$ cat src/rtl/mul_seq_ctrl_pkg.sv
// rtl/mul_seq_ctrl_pkg.sv - shared ALU control codes and multiplier FSM state encodings
// Purpose: single home for the ALUCtrl codes decoded by the EX stage and the
//          sequential multiplier state type, so no module carries local literals.
// Ports:   none (package).
package mul_seq_ctrl_pkg;

    localparam logic [3:0] ALU_AND = 4'b0000;
    localparam logic [3:0] ALU_OR  = 4'b0001;
    localparam logic [3:0] ALU_ADD = 4'b0010;
    localparam logic [3:0] ALU_SUB = 4'b0110;
    localparam logic [3:0] ALU_MUL = 4'b0111;

    typedef enum logic [1:0] {
        ST_IDLE = 2'd0,
        ST_RUN  = 2'd1,
        ST_DONE = 2'd2
    } mul_state_e;

endpackage

$ cat src/rtl/mul_shift_add.sv
// rtl/mul_shift_add.sv - one combinational add-and-shift step of the unsigned multiplier
// Purpose: given the current multiplicand, multiplier and accumulator, produce the
//          values for the next iteration.
// Ports:   mcand_i/mplier_i/acc_i  current multiplicand, multiplier, accumulator
//          mcand_o/mplier_o/acc_o  next multiplicand (<<1), multiplier (>>1), accumulator
module mul_shift_add #(
    parameter int WIDTH = 32
) (
    input  logic [WIDTH-1:0] mcand_i,
    input  logic [WIDTH-1:0] mplier_i,
    input  logic [WIDTH-1:0] acc_i,
    output logic [WIDTH-1:0] mcand_o,
    output logic [WIDTH-1:0] mplier_o,
    output logic [WIDTH-1:0] acc_o
);

    always_comb begin
        // Accumulate modulo 2^WIDTH: carries out of the top bit are dropped.
        acc_o    = mplier_i[0] ? (acc_i + mcand_i) : acc_i;
        mcand_o  = mcand_i << 1;
        mplier_o = mplier_i >> 1;
    end

endmodule

$ cat src/rtl/mul_seq_ctrl.sv
// rtl/mul_seq_ctrl.sv - sequential shift-add multiplier with pipeline stall control
// Purpose: executes a mul instruction in the EX stage over WIDTH iterations,
//          stalling the front of the pipeline until the product is ready.
// Ports:   clk_i, rst_i (async, active-low)
//          start_i, ALUCtrl_i, rs1_data_i, rs2_data_i, flush_i  EX-stage inputs
//          stall_o   freeze PC, IF/ID, ID/EX
//          valid_o   one-cycle pulse with a new product on result_o
//          result_o  low WIDTH bits of the unsigned product
module mul_seq_ctrl
    import mul_seq_ctrl_pkg::*;
#(
    parameter int WIDTH = 32,
    parameter int CNT_W = 6
) (
    input  logic             clk_i,
    input  logic             rst_i,
    input  logic             start_i,
    input  logic [3:0]       ALUCtrl_i,
    input  logic [WIDTH-1:0] rs1_data_i,
    input  logic [WIDTH-1:0] rs2_data_i,
    input  logic             flush_i,
    output logic             stall_o,
    output logic             valid_o,
    output logic [WIDTH-1:0] result_o
);

    mul_state_e       state_q,  state_d;
    logic [CNT_W-1:0] cnt_q,    cnt_d;
    logic [WIDTH-1:0] mcand_q,  mcand_d;
    logic [WIDTH-1:0] mplier_q, mplier_d;
    logic [WIDTH-1:0] acc_q,    acc_d;
    logic [WIDTH-1:0] result_q, result_d;

    logic [WIDTH-1:0] step_mcand;
    logic [WIDTH-1:0] step_mplier;
    logic [WIDTH-1:0] step_acc;
    logic             accept;
    logic             last_iter;

    mul_shift_add #(.WIDTH(WIDTH)) u_step (
        .mcand_i  (mcand_q),
        .mplier_i (mplier_q),
        .acc_i    (acc_q),
        .mcand_o  (step_mcand),
        .mplier_o (step_mplier),
        .acc_o    (step_acc)
    );

    // rst_i gates accept so stall_o is low for the whole reset window.
    assign accept    = rst_i && (state_q == ST_IDLE) && start_i &&
                       (ALUCtrl_i == ALU_MUL) && !flush_i;
    assign last_iter = (cnt_q == CNT_W'(WIDTH - 1));

    always_comb begin
        state_d  = state_q;
        cnt_d    = cnt_q;
        mcand_d  = mcand_q;
        mplier_d = mplier_q;
        acc_d    = acc_q;
        result_d = result_q;
        case (state_q)
            ST_IDLE: begin
                if (accept) begin
                    mcand_d  = rs1_data_i;
                    mplier_d = rs2_data_i;
                    acc_d    = '0;
                    cnt_d    = '0;
                    state_d  = ST_RUN;
                end
            end
            ST_RUN: begin
                if (flush_i) begin
                    state_d = ST_IDLE;
                end else begin
                    mcand_d  = step_mcand;
                    mplier_d = step_mplier;
                    acc_d    = step_acc;
                    cnt_d    = cnt_q + CNT_W'(1);
                    if (last_iter) begin
                        state_d = ST_DONE;
                    end
                end
            end
            ST_DONE: begin
                state_d = ST_IDLE;
                if (!flush_i) begin
                    result_d = acc_q;
                end
            end
            default: begin
                state_d = ST_IDLE;
            end
        endcase
    end

    always_ff @(posedge clk_i or negedge rst_i) begin
        if (!rst_i) begin
            state_q  <= ST_IDLE;
            cnt_q    <= '0;
            mcand_q  <= '0;
            mplier_q <= '0;
            acc_q    <= '0;
            result_q <= '0;
        end else begin
            state_q  <= state_d;
            cnt_q    <= cnt_d;
            mcand_q  <= mcand_d;
            mplier_q <= mplier_d;
            acc_q    <= acc_d;
            result_q <= result_d;
        end
    end

    // The product must be visible in the DONE cycle itself, so result_o bypasses
    // the holding register while valid_o is high; a flush in DONE hides both.
    assign valid_o  = (state_q == ST_DONE) && !flush_i;
    assign result_o = valid_o ? acc_q : result_q;
    assign stall_o  = accept || (state_q == ST_RUN);

endmodule

$ cat config.mk
export PLATFORM = sky130hd
export DESIGN_NAME = mul_seq_ctrl
export DESIGN_NICKNAME = d
export VERILOG_FILES = /design/src/rtl/mul_seq_ctrl_pkg.sv /design/src/rtl/mul_shift_add.sv /design/src/rtl/mul_seq_ctrl.sv
export SDC_FILE = /design/constraint.sdc
export NUM_CORES = 1
export LEC_CHECK = 0
export ABC_AREA = 1
export CAP_MARGIN = 25
export CORE_MARGIN = 5
export CORE_UTILIZATION = 35
export DETAILED_ROUTE_END_ITERATION = 10
export DONT_BUFFER_PORTS = 1
export PLACE_DENSITY = 0.58
export REMOVE_ABC_BUFFERS = 1
export SKIP_LAST_GASP = 1
export SLEW_MARGIN = 10
export SYNTH_ARGS = -nofsm -noshare
export SYNTH_HDL_FRONTEND = slang
export SYNTH_HIERARCHICAL = 1
export SYNTH_SLANG_ARGS = --single-unit
$ cat constraint.sdc
create_clock -name clk_i -period 2 [get_ports clk_i]
set_clock_uncertainty 0.05 [all_clocks]
set_input_delay 0.1 -clock clk_i [delete_from_list [all_inputs] [get_ports clk_i]]
set_output_delay 0.1 -clock clk_i [all_outputs]
set_load 0.02 [all_outputs]
# [After elaboration in Yosys (flattened, before gate mapping)]
# Cells that the tools add are included.
[word_totals] regBits=136 latchBits=0 mem_bits_rw=0 romBits=0 output_inout_bits=34 n_memories=0
[classes] add_sub_neg=2 multipliers=0 div_mod_pow=0 magnitude_cmp=0 n_eq_ne=8 shifts=0 muxes=18 n_bitwise=1 n_reduce_logical=13
[op_table] cell="$mux 32" n=8
[op_table] cell="$pmux 32 s2" n=3
[op_table] cell="$add 32x32->32" n=1
[op_table] cell="$mux 6" n=2
[op_table] cell="$pmux 6 s2" n=1
[op_table] cell="$add 6x1->6 const B" n=1
[op_table] cell="$eq 6x5->1 const B" n=1
[op_table] cell="$mux 2" n=3
[op_table] cell="$ne 2x2->1 const B" n=3
[op_table] cell="$logic_and 1x1->1" n=5
[op_table] cell="$eq 4x3->1 const B" n=1
[op_table] cell="$pmux 2 s2" n=1
[op_table] cell="$reduce_and 2->1" n=2
[op_table] cell="$reduce_and 4->1" n=1
[op_table] cell="$ne 3x3->1 const B" n=1
[op_table] cell="$reduce_and 3->1" n=1
[op_table] cell="$eq 2x1->1 const B" n=1
[op_table] cell="$eq 2x2->1 const B" n=1
[op_table] cell="$logic_not 2->1" n=1
[op_table] cell="$reduce_bool 2->1" n=1
[op_table] cell="$logic_not 1->1" n=1
[op_table] cell="$logic_or 1x1->1" n=1
[op_table] cell="$not 1->1" n=1

# [Depth between registers and ports, before layout]
# Gate-level depths: netlist of the first run.
[depth] ltp_word=7 ltp_mapped=14 mapped_depth_nobuf=14

# [Cells and area by module]
# Netlist of the first run, hierarchy kept.
[by_module_without_submodules] module="mul_seq_ctrl" n_inst=1 cells_each=816 area_per_inst_um2=6140.9
[by_module_without_submodules] module="mul_shift_add" n_inst=1 cells_each=636 area_per_inst_um2=3171.8

# [Worst setup path before layout of the first run]
# No wires, ideal clock.
[synth_timing] path_type="register to register" start="register mcand_q[0]" end="register acc_q[16]" arrival_time_ns=1.830 required_time_ns=1.833 slack_ns=0.002 path_stages_with_launch=14 n_path_buf=0 period_less_slack_ns=1.998 path_cell_list="dfrtp_1 > ha_1 > fa_1 > nand3_1 > nand3_1 > nand2_1 > nand2_1 > nand2_1 > nand2_1 > xor2_1 > nand2_1 > nand2_1 > nand3_1 > nand2_1"
[synth_via] elab_chain_cells=4
[synth_rtl] item="start: declaration" line_no="mul_seq_ctrl.sv:29" text="logic [WIDTH-1:0] mcand_q, mcand_d;"
[synth_rtl] item="start signal: assignment" line_no="mul_seq_ctrl.sv:107" text="mcand_q <= mcand_d;"
[synth_rtl] item="$add 32x32->32" line_no="mul_shift_add.sv:19" text="acc_o = mplier_i[0] ? (acc_i + mcand_i) : acc_i;"
[synth_rtl] item="$mux 32" line_no="mul_shift_add.sv:19"
[synth_rtl] item="named net step_acc[16]" line_no="mul_seq_ctrl.sv:36" text="logic [WIDTH-1:0] step_acc;"
[synth_rtl] item="$mux 32" line_no="mul_seq_ctrl.sv:72" text="if (flush_i) begin"
[synth_rtl] item="$pmux 32 s2" line_no="mul_seq_ctrl.sv:61" text="case (state_q)"
[synth_rtl] item="end signal: assignment" line_no="mul_seq_ctrl.sv:102" text="acc_q <= '0;"
[synth_rtl] item="end signal: assignment" line_no="mul_seq_ctrl.sv:109" text="acc_q <= acc_d;"
[synth_rtl] item="end: declaration" line_no="mul_seq_ctrl.sv:31" text="logic [WIDTH-1:0] acc_q, acc_d;"
# The timed path passes the listed nets, and every way through them passes these cells. The select of a mux whose other input is x is not followed.
# A chain may end at the register's enable or synchronous reset.

# [Worst setup path in the final report of the first run]
[layout_timing] start="register acc_q[0]" end="register acc_q[22]"
[layout_via] elab_chain_cells=4
[layout_rtl] item="$add 32x32->32" line_no="mul_shift_add.sv:19"
[layout_rtl] item="$mux 32" line_no="mul_shift_add.sv:19"
[layout_rtl] item="named net step_acc[22]" line_no="mul_seq_ctrl.sv:36"
[layout_rtl] item="$mux 32" line_no="mul_seq_ctrl.sv:72"
[layout_rtl] item="$pmux 32 s2" line_no="mul_seq_ctrl.sv:61"
# The timed path passes the listed nets, and every way through them passes these cells. The select of a mux whose other input is x is not followed.

==> flow_metrics.env, run 1 <==
export IMPL_finalSetupViolations=4
export IMPL_synth_area_leader_cell="dfrtp_1"
export IMPL_crit_path_end_kind="flop"
export IMPL_pin_count=106
export IMPL_dpl_cell_count=1787
export IMPL_cpPeakStageDelay_ps=400
export IMPL_track_usage=0.172
export IMPL_min_period_ps=2060
export IMPL_htree_levels=4
export IMPL_start_util=0.356
export IMPL_r2r_end="acc_q[22]"
export IMPL_grt_pass1_wl_um=43300
export IMPL_p_comb_frac=0.198
export IMPL_cts_sinks=136
export IMPL_cap_viol_max_count=0
export IMPL_synth_seq_cells=136
export IMPL_hold_path_class="in -> async"
export IMPL_antenna_cells=0
export IMPL_path_class="reg -> reg"
export IMPL_r2r_setup_slack_ps=-60
export IMPL_grt_start_max_net_pins=138
export IMPL_ys_seq_area_frac=0.365
export IMPL_design_area_um2=11900
export IMPL_place_hpwl_um=16600
export IMPL_p_sw_w=0.00240
export IMPL_fill_cells=2708
export IMPL_die_area_um2=30000
export IMPL_utilization=0.457
export IMPL_final_cells=1898
export IMPL_via_per_inst=4.61
export IMPL_root_buffer="clkbuf_16"
export IMPL_switching_share=0.295
export IMPL_crit_buf_inv=1
export IMPL_maxSlewHeadroom=0.658
export IMPL_wirelength_um=25900
export IMPL_critPathArrivalTime_ps=2360
export IMPL_r2r_cells=14
export IMPL_seq_power_share=0.409
export IMPL_leakage_nw=6.69
export IMPL_grt_ovfl_total=0
export IMPL_multi_input_area_um2=5390
export IMPL_synth_area_um2=9310
export IMPL_violations="negative hold slack, negative setup slack"
export IMPL_ctsHoldBuffers=66
export IMPL_holdWs_ps=-670
export IMPL_path_depth=14
export IMPL_clockPowerShare=0.392
export IMPL_final_nets=1655
export IMPL_antenna_found_initial=0
export IMPL_required_ps=2300
export IMPL_area_growth_pct=28.3
export IMPL_die_h_um=173
export IMPL_vias=8756
export IMPL_cts_inserted_buffers=17
export IMPL_drtPass1Iterations=5
export IMPL_io_buffers=0
export IMPL_critPathMaxFanout=4
export IMPL_placed_cell_area_um2=9900
export IMPL_ant_nets=0
export IMPL_crit_family="simple AND/OR/NAND/NOR gates"
export IMPL_rsz0062_at_grt="yes"
export IMPL_setup_ws_ps=-58.5
export IMPL_worstMarginPinSlew_ps=510
export IMPL_power_density_nw_per_um2=682
export IMPL_synth_cell_types=30
export IMPL_irDropWorstVdd_v=0.000449
export IMPL_cts_tree="done"
export IMPL_rows=59
export IMPL_crit_top_cell="nand2_1"
export IMPL_critPathSlowestCell="fa_2"
export IMPL_die_w_um=173
export IMPL_synth_cells=1452
export IMPL_reg2reg_from="acc_q[0]"
export IMPL_clk_pin_slew_ps=60
export IMPL_status="complete, but fails checks"
export IMPL_fmax_mhz=486
export IMPL_clk_latency_ps=430
export IMPL_synth_area_leaders="dfrtp_1 37%, nand2_1 34%, buf_4 5.2%"
export IMPL_start_kind="flop"
export IMPL_yosys_warnings=6
export IMPL_drcViolationCount=0
export IMPL_yosys_area_top_type_share=0.365
export IMPL_drt_initial_drc_count=462
export IMPL_syn_avg_cell_area_um2=6.41
export IMPL_drt_wirelength_per_cell_um=13.6
export IMPL_path_cells="ha_2 > fa_2 > buf_6 > nand2_1 > nand3_2 > nand2_2 > nand2_4 > nand2_2 > nand2_1 > nand2_1 > nand3_1 > nand2_1 > nand3_1 > nand2_1"
export IMPL_layout_drive_gt1_share=0.191
export IMPL_min_period_over_period=1.03
export IMPL_gp_congestion=0.947
export IMPL_grt_pass1_vias=8747
export IMPL_ff_latch_area_um2=3410
export IMPL_core_area_um2=26100
export IMPL_drv_slew=0
export IMPL_hold_viol=136
export IMPL_p_int_w=0.00574
export IMPL_cts_buffer_depth=2
worst max path at each step:
stage	to	from	slack, ps
global placement	acc_q[20]	mcand_q[0]	-90
CTS	acc_q[26]	mcand_q[25]	-20
floorplan	acc_q[0]	state_q[1]	-1970
detailed placement	acc_q[28]	mcand_q[0]	-130
global route	acc_q[22]	acc_q[0]	-170
finish	acc_q[22]	acc_q[0]	-60
logic make-up (layout without fill, tap and decap cells):
logic type | Yosys count | in the layout | share of synthesized area
buffers and inverters | 231 | 341 | 0.130
flip-flops | 136 | 136 | 0.365
other | 1 | 2 | 0.000403
XOR/XNOR | 15 | 15 | 0.0141
adder cells (fa/ha/maj) | 33 | 33 | 0.0451
AND/OR/NAND/NOR | 990 | 990 | 0.419
AO/OA/AOI/OAI | 46 | 46 | 0.0265
cell usage in the layout, fill, tap and decap left out, types with 12 or more instances in the layout:
cell and instances:
a21oi_1 13, nand3_1 73, buf_4 118, inv_2 12, dfrtp_1 130, nand2_4 12, nand2_2 36, dlygate4sd3_1 66
nand2_1 796, xnor2_1 14, clkbuf_16 17, nor2_1 28, inv_1 101, ha_4 26
worst register-to-register path, stage by stage, from the launching register on:
cell and delay (ps):
dfrtp_1 390, ha_2 210, fa_2 400, buf_6 140, nand2_1 70, nand3_2 80
nand2_2 90, nand2_4 80, nand2_2 80, nand2_1 50, nand2_1 50, nand3_1 70
nand2_1 80, nand3_1 70, nand2_1 100
cells in the mapped netlist, drive strengths merged:
| master | number |
|---|---|
| xnor2 | 14 |
| buf | 103 |
| xor2 | 1 |
| nand3b | 4 |
| a21oi | 23 |
| o21bai | 4 |
| o21ai | 18 |
| nor3 | 6 |
| and2 | 1 |
| nand2 | 844 |
| clkbuf | 12 |
| fa | 1 |
| a21o | 1 |
| ha | 32 |
| inv | 115 |
| dfrtp | 136 |
| nand3 | 86 |
| conb | 1 |
| nor2 | 44 |
| clkinv | 1 |
| nand4 | 5 |
power by group through the flow:
stage / Combinational (W) / Sequential (W) / Clock, W
detailed placement: 0.00124 / 0.00332 / 0
floorplan: 0.000777 / 0.00329 / 0
global placement: 0.00121 / 0.00331 / 0
global route: 0.00181 / 0.00338 / 0.00342
CTS: 0.00143 / 0.00331 / 0.00328
finish: 0.00162 / 0.00333 / 0.00319
layer usage:
metal | global-route usage | wire length, um | vias to the layer above
met2 | 0.286 | 12200 | 154
li1 | - | - | 4556
met3 | 0.0345 | 949 | 24
met4 | 0.0419 | 296 | 0
met5 | 0 | 0 | -
met1 | 0.230 | 12400 | 4022
final cells by class:
type,count,share of cell area
well taps,335,0.0351
clock inverters,14,0.0125
inverters,116,0.0372
flip-flops and latches,136,0.286
clock buffers,18,0.0368
repair buffers,193,0.142
multi-input cells,1086,0.451
sequential cells by signal (all words and copies together) (netlist names):
name	flops
acc_q	32
cnt_q	6
mcand_q	32
mplier_q	32
result_q	32
state_q	2
through the flow:
stage	setup TNS, ps	setup slack, ps	total power (W)	hold WS (ps)
3_5_place_dp	-1060	-135	0.00455	-235
6_report	-163	-58.5	0.00814	-670
4_1_cts	-37.9	-21.2	0.00802	-693
2_1_floorplan	-234810	-1970	0.00406	-246
5_1_grt	-1850	-173	0.00860	-696
3_3_place_gp	-481	-87.5	0.00453	-235
timing repair:
action / CTS / global route
endpoints found under the setup margin: 51 / 57
buffers inserted: 1 / 13
resized for setup: 38 / 107
pin swaps: 4 / 49
endpoints found under the hold margin: 210 / 136
Power figures use the tool's default switching activity.
==> run 2: changes to the inputs <==
--- a/config.mk
+++ b/config.mk
@@ -8,10 +8,10 @@
 export ABC_AREA = 1
 export CAP_MARGIN = 25
 export CORE_MARGIN = 5
-export CORE_UTILIZATION = 35
+export CORE_UTILIZATION = 59
 export DETAILED_ROUTE_END_ITERATION = 10
 export DONT_BUFFER_PORTS = 1
-export PLACE_DENSITY = 0.58
+export PLACE_DENSITY = 0.85
 export REMOVE_ABC_BUFFERS = 1
 export SKIP_LAST_GASP = 1
 export SLEW_MARGIN = 10
==> flow_metrics.env, run 2 (synthesized netlist as in run 1, its figures left out) <==
export IMPL_status="complete, but fails checks"
export IMPL_violations="negative hold slack, negative setup slack"
export IMPL_placed_cell_area_um2=9860
export IMPL_antenna_found_initial=0
export IMPL_via_per_inst=5.36
export IMPL_path_cells="ha_2 > fa_2 > nand3_2 > nand3_4 > nand2_2 > nand2_2 > nand2_1 > nand2_1 > xor2_1 > nand2_1 > nand2_1 > nand3_1 > nand2_1"
export IMPL_fmax_mhz=465
export IMPL_worstMarginPinSlew_ps=505
export IMPL_rows=46
export IMPL_ant_nets=0
export IMPL_leakage_nw=6.81
export IMPL_place_hpwl_um=16000
export IMPL_area_growth_pct=28.4
export IMPL_min_period_ps=2150
export IMPL_design_area_um2=12000
export IMPL_crit_top_cell="nand2_1"
export IMPL_final_nets=1673
export IMPL_root_buffer="clkbuf_16"
export IMPL_cts_inserted_buffers=17
export IMPL_hold_viol=136
export IMPL_die_w_um=136
export IMPL_dpl_cell_count=1682
export IMPL_clk_latency_ps=440
export IMPL_grt_pass1_wl_um=42500
export IMPL_die_h_um=136
export IMPL_die_area_um2=18400
export IMPL_gp_congestion=0.951
export IMPL_path_class="reg -> reg"
export IMPL_critPathArrivalTime_ps=2460
export IMPL_place_ws_ps=-164
export IMPL_cap_viol_max_count=0
export IMPL_min_period_over_period=1.07
export IMPL_hold_path_class="in -> async"
export IMPL_vias=9639
export IMPL_reg2reg_from="mcand_q[0]"
export IMPL_grt_pass1_vias=9015
export IMPL_layout_drive_gt1_share=0.199
export IMPL_drv_slew=0
export IMPL_cpPeakStageDelay_ps=400
export IMPL_utilization=0.764
export IMPL_maxSlewHeadroom=0.663
export IMPL_crit_path_end_kind="flop"
export IMPL_track_usage=0.286
export IMPL_layout_commonest_cell="nand2_1"
export IMPL_layout_common_cells="796 x nand2_1, 135 x buf_4, 132 x dfrtp_1"
export IMPL_irDropWorstVdd_v=0.000597
export IMPL_start_util=0.595
export IMPL_rsz0062_at_grt="yes"
export IMPL_core_area_um2=15700
export IMPL_antenna_cells=0
export IMPL_drt_wirelength_per_cell_um=15.7
export IMPL_io_buffers=0
export IMPL_cts_buffer_depth=2
export IMPL_drt_initial_drc_count=919
export IMPL_critPathSlowestCell="dfrtp_1"
export IMPL_required_ps=2310
export IMPL_crit_family="simple AND/OR/NAND/NOR gates"
export IMPL_setup_ws_ps=-148
export IMPL_cts_sinks=136
export IMPL_wirelength_um=28200
export IMPL_drcViolationCount=0
export IMPL_holdWs_ps=-699
export IMPL_drtPass1Iterations=7
export IMPL_fill_cells=1111
export IMPL_power_density_nw_per_um2=691
export IMPL_final_cells=1797
export IMPL_start_kind="flop"
export IMPL_crit_buf_inv=0
export IMPL_finalSetupViolations=21
export IMPL_clk_pin_slew_ps=70
export IMPL_critPathMaxFanout=3
export IMPL_cts_tree="done"
export IMPL_grt_ovfl_total=0
export IMPL_pin_count=106
export IMPL_grt_start_max_net_pins=138
export IMPL_cp_startpoint="mcand_q[0]"
export IMPL_htree_levels=4
## run 2: changes by cell type in the layout (fill, tap and decap cells not counted), sizes merged
cell and change:
dlygate4sd3 +1, inv +2, clkinv -1, clkinvlp -3, buf +16, clkbuf +3
## run 2: cell type report
type | instances | area [um2] | area share
multi-input cells | 1086 | 5400 | 0.451
clock inverters | 12 | 143 | 0.0119
repair buffers | 211 | 1850 | 0.155
clock buffers | 20 | 447 | 0.0374
flip-flops and latches | 136 | 3410 | 0.285
well taps | 216 | 270 | 0.0226
inverters | 116 | 440 | 0.0368
## run 2: worst reg2reg max path, delay by kind of cell, from the launching register on
family                   cells  cell delay (ps)
adder cells (fa/ha/maj)      2              600
flip-flops                   1              400
AND/OR/NAND/NOR             10              830
XOR/XNOR                     1              190
## run 2: path summary, 6_finish.rpt
path | to | slack, ps | cells after the start
worst max-delay path | acc_q[16] | -150 | 13
worst min-delay path | mcand_q[5] | -700 | 0
worst max register to register | acc_q[16] | -150 | 13
worst min register to register | result_q[20] | 420 | 2
max in group asynchronous | mcand_q[1] | 2260 | 0
min in group clk_i | mplier_q[26] | 190 | 4
## run 2: metrics by stage
stage	TNS, ps	power [W]
6_report	-897	0.00826
5_1_grt	-4870	0.00861
4_1_cts	-15.7	0.00794
3_5_place_dp	-1020	0.00458
3_3_place_gp	-323	0.00454
2_1_floorplan	-234810	0.00406
## run 2: power breakdown
group | switching (W) | internal (W) | leakage, nW | total, W
combinational | 0.000877 | 0.000842 | 4.68 | 0.00172
sequential | 0.000288 | 0.00306 | 1.84 | 0.00335
clock | 0.00131 | 0.00189 | 0.286 | 0.00320
total | 0.00247 | 0.00579 | 6.81 | 0.00826
## run 2: repair_timing
item | 4_1_cts | 5_1_grt
endpoints found under the hold margin | 203 | 144
hold buffers | 66 | 1
cloned | 0 | 1
buffers inserted | 2 | 13
endpoints found under the setup margin | 30 | 57
resized for setup | 20 | 126
pin swaps | 3 | 32
## run 2: layer usage
metal,GRT usage,vias to the layer above,routed length (um)
li1,-,4594,-
met1,0.369,4445,11200
met4,0.0857,0,1020
met3,0.0509,100,2320
met5,0,-,0
met2,0.492,500,13700
